===== src/rtl/bcd_timer_seg_ctl.sv =====
// Host-programmable N-digit BCD up/down timer with multiplexed 7-segment scan
// and level interrupt, attached to the HOST_nCS/nWE/nOE register bus.
module bcd_timer_seg_ctl #(
  parameter int unsigned DIGITS   = 6,
  parameter int unsigned TICK_DIV = 50000000,
  parameter int unsigned SCAN_DIV = 25000
) (
  input  logic              clk,
  input  logic              nRESET,
  input  logic              HOST_nCS,
  input  logic              HOST_nWE,
  input  logic              HOST_nOE,
  input  logic [3:0]        HOST_ADD,
  input  logic [15:0]       HDI,
  output logic [15:0]       HDO,
  output logic [DIGITS-1:0] SEG_COM,
  output logic [7:0]        SEG_DATA,
  output logic              INT
);

  localparam int unsigned PRE_W = (TICK_DIV > 1) ? $clog2(TICK_DIV) : 1;
  localparam int unsigned SCN_W = (SCAN_DIV > 1) ? $clog2(SCAN_DIV) : 1;
  localparam int unsigned IDX_W = (DIGITS > 1) ? $clog2(DIGITS) : 1;

  localparam logic [1:0] CMD_LOAD  = 2'b01;
  localparam logic [1:0] CMD_RUN   = 2'b10;
  localparam logic [1:0] CMD_PAUSE = 2'b11;

  typedef enum logic [1:0] {
    ST_IDLE  = 2'd0,
    ST_READY = 2'd1,
    ST_RUN   = 2'd2,
    ST_DONE  = 2'd3
  } state_t;

  state_t                   r_state;
  state_t                   w_state_nxt;
  logic [DIGITS-1:0][3:0]   r_dig;
  logic [DIGITS-1:0][3:0]   w_dig_nxt;
  logic [DIGITS-1:0][3:0]   w_stepped;
  logic [DIGITS-1:0][3:0]   w_load_dig;
  logic [PRE_W-1:0]         r_presc;
  logic [PRE_W-1:0]         w_presc_nxt;
  logic                     r_paused;
  logic                     w_paused_nxt;
  logic [1:0]               r_cmd;
  logic                     r_dir;
  logic                     r_int_en;
  logic [15:0]              r_load_lo;
  logic [15:0]              r_load_hi;
  logic                     r_irq;
  logic                     r_stb_q;
  logic [SCN_W-1:0]         r_scan_cnt;
  logic [IDX_W-1:0]         r_scan_idx;

  logic                     w_stb;
  logic                     w_wr;
  logic                     w_rd;
  logic                     w_wr_ctrl;
  logic                     w_clr;
  logic                     w_load;
  logic                     w_irq_set;
  logic                     w_irq_nxt;
  logic                     w_int_en_nxt;
  logic                     w_tick;
  logic                     w_term_now;
  logic                     w_term_step;
  logic [3:0]               w_term_digit;
  logic [31:0]              w_cur;
  logic [31:0]              w_ld_raw;
  logic [15:0]              w_rdata;

  function automatic logic [7:0] seg_code(input logic [3:0] d);
    case (d)
      4'd0:    seg_code = 8'b1111_1100;
      4'd1:    seg_code = 8'b0110_0000;
      4'd2:    seg_code = 8'b1101_1010;
      4'd3:    seg_code = 8'b1111_0010;
      4'd4:    seg_code = 8'b0110_0110;
      4'd5:    seg_code = 8'b1011_0110;
      4'd6:    seg_code = 8'b1011_1110;
      4'd7:    seg_code = 8'b1110_0000;
      4'd8:    seg_code = 8'b1111_1110;
      4'd9:    seg_code = 8'b1111_0110;
      default: seg_code = 8'b0000_0000;
    endcase
  endfunction

  // A write acts only on the first cycle of an asserted strobe
  assign w_stb        = !HOST_nCS && !HOST_nWE && HOST_nOE;
  assign w_wr         = w_stb && !r_stb_q;
  assign w_rd         = !HOST_nCS && !HOST_nOE;
  assign w_wr_ctrl    = w_wr && (HOST_ADD == 4'h0);
  assign w_clr        = w_wr && (HOST_ADD == 4'h6) && HDI[2];
  assign w_tick       = (r_presc == PRE_W'(TICK_DIV - 1));
  assign w_term_digit = r_dir ? 4'd9 : 4'd0;
  assign w_ld_raw     = {r_load_hi, r_load_lo};
  assign w_irq_nxt    = w_irq_set || (r_irq && !(w_clr || w_load));
  assign w_int_en_nxt = w_wr_ctrl ? HDI[3] : r_int_en;

  // Ripple BCD step (borrow down / carry up) plus terminal detection
  always_comb begin : step_calc
    logic v_c;
    v_c         = 1'b1;
    w_stepped   = r_dig;
    w_term_now  = 1'b1;
    w_term_step = 1'b1;
    w_load_dig  = '0;
    w_cur       = '0;
    for (int i = 0; i < int'(DIGITS); i++) begin
      if (v_c) begin
        if (r_dir) begin
          if (r_dig[i] == 4'd9) begin
            w_stepped[i] = 4'd0;
          end else begin
            w_stepped[i] = r_dig[i] + 4'd1;
            v_c          = 1'b0;
          end
        end else begin
          if (r_dig[i] == 4'd0) begin
            w_stepped[i] = 4'd9;
          end else begin
            w_stepped[i] = r_dig[i] - 4'd1;
            v_c          = 1'b0;
          end
        end
      end
      if (r_dig[i] != w_term_digit) w_term_now = 1'b0;
      if (w_stepped[i] != w_term_digit) w_term_step = 1'b0;
      w_load_dig[i] = (w_ld_raw[i*4 +: 4] > 4'd9) ? 4'd9 : w_ld_raw[i*4 +: 4];
      w_cur[i*4 +: 4] = r_dig[i];
    end
  end

  always_ff @(posedge clk) begin : state_reg
    if (!nRESET) begin
      r_state <= ST_IDLE;
    end else begin
      r_state <= w_state_nxt;
    end
  end

  // Command consumption has priority over the count step
  always_comb begin : fsm_next
    w_state_nxt  = r_state;
    w_dig_nxt    = r_dig;
    w_presc_nxt  = r_presc;
    w_paused_nxt = r_paused;
    w_irq_set    = 1'b0;
    w_load       = 1'b0;
    if (r_cmd == CMD_LOAD) begin
      w_load       = 1'b1;
      w_state_nxt  = ST_READY;
      w_dig_nxt    = w_load_dig;
      w_presc_nxt  = '0;
      w_paused_nxt = 1'b0;
    end else if ((r_cmd == CMD_PAUSE) && (r_state == ST_RUN)) begin
      w_state_nxt  = ST_READY;
      w_paused_nxt = 1'b1;
    end else if ((r_cmd == CMD_RUN) && (r_state == ST_READY)) begin
      w_state_nxt = ST_RUN;
      if (!r_paused) w_presc_nxt = '0;
    end else if (r_state == ST_RUN) begin
      if (w_tick) begin
        w_presc_nxt = '0;
        if (w_term_now) begin
          w_state_nxt = ST_DONE;
          w_irq_set   = 1'b1;
        end else begin
          w_dig_nxt = w_stepped;
          if (w_term_step) begin
            w_state_nxt = ST_DONE;
            w_irq_set   = 1'b1;
          end
        end
      end else begin
        w_presc_nxt = r_presc + PRE_W'(1);
      end
    end
  end

  always_comb begin : read_mux
    w_rdata = '0;
    case (HOST_ADD)
      4'h0:    w_rdata = {12'd0, r_int_en, r_dir, r_cmd};
      4'h1:    w_rdata = r_load_lo;
      4'h2:    w_rdata = r_load_hi;
      4'h4:    w_rdata = w_cur[15:0];
      4'h5:    w_rdata = w_cur[31:16];
      4'h6:    w_rdata = {13'd0, r_irq, r_state};
      default: w_rdata = '0;
    endcase
  end

  always_ff @(posedge clk) begin : regs
    if (!nRESET) begin
      r_stb_q    <= 1'b0;
      r_cmd      <= '0;
      r_dir      <= 1'b0;
      r_int_en   <= 1'b0;
      r_load_lo  <= '0;
      r_load_hi  <= '0;
      r_dig      <= '0;
      r_presc    <= '0;
      r_paused   <= 1'b0;
      r_irq      <= 1'b0;
      r_scan_cnt <= '0;
      r_scan_idx <= '0;
      HDO        <= '0;
      SEG_COM    <= '1;
      SEG_DATA   <= '0;
      INT        <= 1'b0;
    end else begin
      r_stb_q  <= w_stb;
      r_cmd    <= w_wr_ctrl ? HDI[1:0] : 2'b00;
      r_int_en <= w_int_en_nxt;
      if (w_wr_ctrl) r_dir <= HDI[2];
      if (w_wr && (HOST_ADD == 4'h1)) r_load_lo <= HDI;
      if (w_wr && (HOST_ADD == 4'h2)) r_load_hi <= HDI;
      r_dig    <= w_dig_nxt;
      r_presc  <= w_presc_nxt;
      r_paused <= w_paused_nxt;
      r_irq    <= w_irq_nxt;
      INT      <= w_irq_nxt && w_int_en_nxt;
      if (w_rd) HDO <= w_rdata;
      // Digit select and segment data change on the same edge
      if (r_scan_cnt == SCN_W'(SCAN_DIV - 1)) begin
        r_scan_cnt <= '0;
        r_scan_idx <= (r_scan_idx == IDX_W'(DIGITS - 1)) ? '0 : r_scan_idx + IDX_W'(1);
      end else begin
        r_scan_cnt <= r_scan_cnt + SCN_W'(1);
      end
      SEG_COM  <= ~(DIGITS'(1) << r_scan_idx);
      SEG_DATA <= seg_code(r_dig[r_scan_idx]);
    end
  end

endmodule


===== config.mk =====
export PLATFORM = sky130hd
export DESIGN_NAME = bcd_timer_seg_ctl
export DESIGN_NICKNAME = d
export VERILOG_FILES = /design/src/rtl/bcd_timer_seg_ctl.sv
export SDC_FILE = /design/constraint.sdc
export NUM_CORES = 1
export LEC_CHECK = 0
export CORE_UTILIZATION = 60
export CTS_CLUSTER_SIZE = 16
export DETAILED_ROUTE_END_ITERATION = 7
export PLACE_DENSITY = 0.81
export RECOVER_POWER = 25
export SKIP_CTS_REPAIR_TIMING = 1
export SYNTH_ARGS = -nofsm -noshare
export SYNTH_HDL_FRONTEND = slang
export SYNTH_SLANG_ARGS = --single-unit

===== constraint.sdc =====
create_clock -name clk -period 3.2 [get_ports clk]
set_clock_uncertainty 0.1 [all_clocks]
set_input_delay 0.64 -clock clk [delete_from_list [all_inputs] [get_ports clk]]
set_output_delay 0.64 -clock clk [all_outputs]
set_load 0.02 [all_outputs]

==> impl_metrics.py <==
metrics = {
    "synthesis": {
        "syn-cell-area_um2": 7920,
        "syn_inst": 1018,
        "synthArstFlopShare_pct": 0,
        "synthXorXnorAreaFrac_pct": 4.31,
        "synth.avg_cell_area_um2": 7.78,
        "synth_top_family_by_area": "simple AND/OR/NAND/NOR gates",
        "synth-edff-count": 0,
        "synth_fa_ha_area_share_pct": 1.55,
        "synth-simple-area-share_pct": 27.7,
        "synth_cell_types": 75,
        "synth_fp_nets": 1052,
        "yosysWarnings": 0,
        "muxShareOfSynthArea_pct": 3.22,
        "synth-compound-area-share_pct": 23.4,
        "yosys_most_used_dff": "dfxtp_1",
        "ys_ff_latch": 139,
        "yosysSeqAreaShare_pct": 35.1,
    },
    "critical_path": {
        "startpoint_type": "flop",
        "worst-path-buf-inv": 1,
        "crit_cells": 9,
        "arrival_ns": 3.25,
        "r2r_cells": 9,
        "worstPathCellList": "buf_12 -> nand3_1 -> a2111oi_4 -> a41o_1 -> o21ai_1 -> or4_4 -> a2111oi_4 -> nand4_1 -> a21boi_1",
        "path_max_fanout": 34,
        "slowest_delay_ns": 0.50,
        "crit_path_end_kind": "flop",
        "critPathTopFamily": "compound AO/OA/AOI/OAI gates",
        "crit_path_top_delay_cell": "a2111oi_4",
        "cp.required_ns": 3.45,
        "critPathKind": "reg -> reg",
        "crit_path_frequent_cell": "a2111oi_4",
    },
    "floorplan": {
        "pin_count": 56,
        "die_w_um": 117,
        "start_util_pct": 62.2,
        "die-area_um2": 13700,
        "core_area_um2": 12700,
        "die_h_um": 117,
        "core.rowCount": 41,
    },
    "finish": {
        "nets": 1092,
        "area.growth.synth_to_final_pct": 17.7,
        "layout-drive-gt1-share_pct": 9.80,
        "most-common-layout-cells": "nand2_1 (149), dfxtp_1 (139), nor2_1 (92), o21ai_0 (64), a21oi_1 (54)",
        "fillers": 1015,
        "final_common_cell": "nand2_1",
        "antenna_cells": 0,
    },
    "sta": {
        "period_share_pct": 93.7,
        "tns_ns": 0,
        "report.final.slew_viol_count": 0,
        "layout_min_cycle_time_ns": 3.00,
        "setup_viol": 0,
        "fmax_ghz": 0.334,
        "rsz0062_at_grt": "false",
        "hold_viol": 0,
        "worstMarginPinSlew_ns": 1.19,
        "slew_headroom_pct": 20.8,
    },
    "routing": {
        "drt_iter0_drc": 801,
        "wl_per_cell_um": 16.8,
        "wl_um": 20900,
        "vias": 7636,
        "dr.pass1.iters": 6,
        "route.detailed.drc": 0,
        "antenna_left": 0,
        "viasPerCell": 6.14,
    },
    "global_route": {
        "antenna_found_initial": 0,
        "grt_pass1_wl_um": 33500,
        "grt_remaining_overflow": 0,
        "grt_pass1_vias": 6759,
        "grt_max_degree": 73,
        "grt_usage_pct": 31.5,
    },
    "status": {
        "outcome": "complete, no violations",
    },
    "pwr": {
        "p_clk_share_pct": 51.3,
        "p_total_uw": 3930,
        "seqPwrFrac_pct": 44.5,
        "vdd_drop_max_v": 0.000409,
        "netSwitchingFraction_pct": 24.0,
        "p_switching_uw": 943,
        "p_leak_uw": 0.00327,
        "internal_power_uw": 2990,
        "pwr-share-comb_pct": 4.3,
        "p_per_area_nw_per_um2": 422,
    },
    "cts": {
        "cts_tree": "yes",
        "clk_pin_slew_worst_paths_ns": 0.07,
        "cts-root-buf": "clkbuf_16",
        "clock_latency_ns": 0.44,
        "cts_buffer_depth": 2,
        "clkSinkCount": 139,
        "cts-buffers-inserted": 17,
        "cts-htree-levels": 4,
    },
    "placement": {
        "io_buffers": 54,
        "place_congestion": 1.06,
        "dp_hpwl_um": 14600,
    },
    "min_path": {
        "hold_path_class": "reg -> reg",
        "hold_depth": 1,
    },
    "job": {
        "maxCapViolations": 0,
    },
}
worst register-to-register path: stages, from the launching register on:
cell	delay, ns
dfxtp_1	0.41
buf_12	0.22
nand3_1	0.16
a2111oi_4	0.50
a41o_1	0.23
o21ai_1	0.08
or4_4	0.50
a2111oi_4	0.38
nand4_1	0.17
a21boi_1	0.16
power by group through the flow:
stage          Combinational (uW)  Sequential, uW  Clock (uW)
2_1_floorplan                81.5            1800           0
3_3_place_gp                  164            1790           0
3_5_place_dp                  166            1790           0
4_1_cts                       167            1750        2030
5_1_grt                       180            1750        2100
6_report                      167            1750        2020
Yosys cell counts (13+ instances only):
master / n / area (um2)
inv_1: 16 / 60.1
nor3_1: 17 / 85.1
o21ai_0: 64 / 320
xnor2_1: 17 / 149
a21oi_1: 54 / 270
dfxtp_1: 139 / 2780
and2_1: 28 / 175
a21boi_0: 37 / 278
nand2_1: 149 / 559
nor2_1: 92 / 345
a22oi_1: 13 / 97.6
and3_1: 13 / 81.3
nor2b_1: 26 / 163
xor2_1: 22 / 193
clkbuf_1: 69 / 259
nand3_1: 36 / 180
o21a_1: 15 / 113
flip-flops by register name, summed over array words and instances (netlist names), 3 cells and up:
register and cells:
HDO 16, SEG_COM 6, SEG_DATA 7, r_dig 24, r_load_hi 16, r_load_lo 16
r_presc 26, r_scan_cnt 15, r_scan_idx 3
routing by layer:
metal	up-vias	global-route usage [%]	share of wire, %
met5	-	0	0
met4	0	12.7	2.3
met3	45	8.14	9.0
met2	358	47.0	44
met1	3537	43.4	45
li1	3696	-	-
layout make-up:
type	count	area, um2	area share [%]
clock buffer	17	425	4.57
multi-input combinational	785	4780	51.3
timing repair buffer	99	882	9.47
inverter	16	60.1	0.645
tap	172	215	2.31
clock inverter	15	174	1.87
sequential	139	2780	29.9
cells by family (layout without fill, tap and decap cells):
logic type               Yosys count  count (layout)
flip-flops                       139             139
XOR/XNOR                          39              39
buffers and inverters             94             147
AND/OR/NAND/NOR                  441             441
other                              1               1
AO/OA/AOI/OAI                    274             274
adder cells (fa/ha/maj)           10              10
multiplexers                      20              20
path summary, 6_finish.rpt:
kind / start / to / slack, ns
max: r_dir / r_irq / 0.20
min: r_scan_cnt[0] / r_scan_cnt[0] / 0.35
max reg2reg: r_dir / r_irq / 0.20
min reg2reg: r_scan_cnt[0] / r_scan_cnt[0] / 0.35
per-stage QoR:
| stage | utilization [%] | cell area, um2 | setup WS, ns | hold slack, ns | cells |
|---|---|---|---|---|---|
| 3_5_place_dp | 68.6 | 8730 | 0.292 | 0.340 | 1211 |
| 2_1_floorplan | - | 7920 | 0.493 | 0.318 | 1018 |
| 5_1_grt | 73.2 | 9320 | 0.0106 | 0.387 | 1243 |
| 4_1_cts | 73.3 | 9330 | 0.274 | 0.354 | 1243 |
| 3_3_place_gp | 68.6 | 8730 | 0.401 | 0.331 | 1211 |
| 6_report | 73.2 | 9320 | 0.202 | 0.350 | 1243 |
Note: power is estimated with default switching activity, not from simulation.
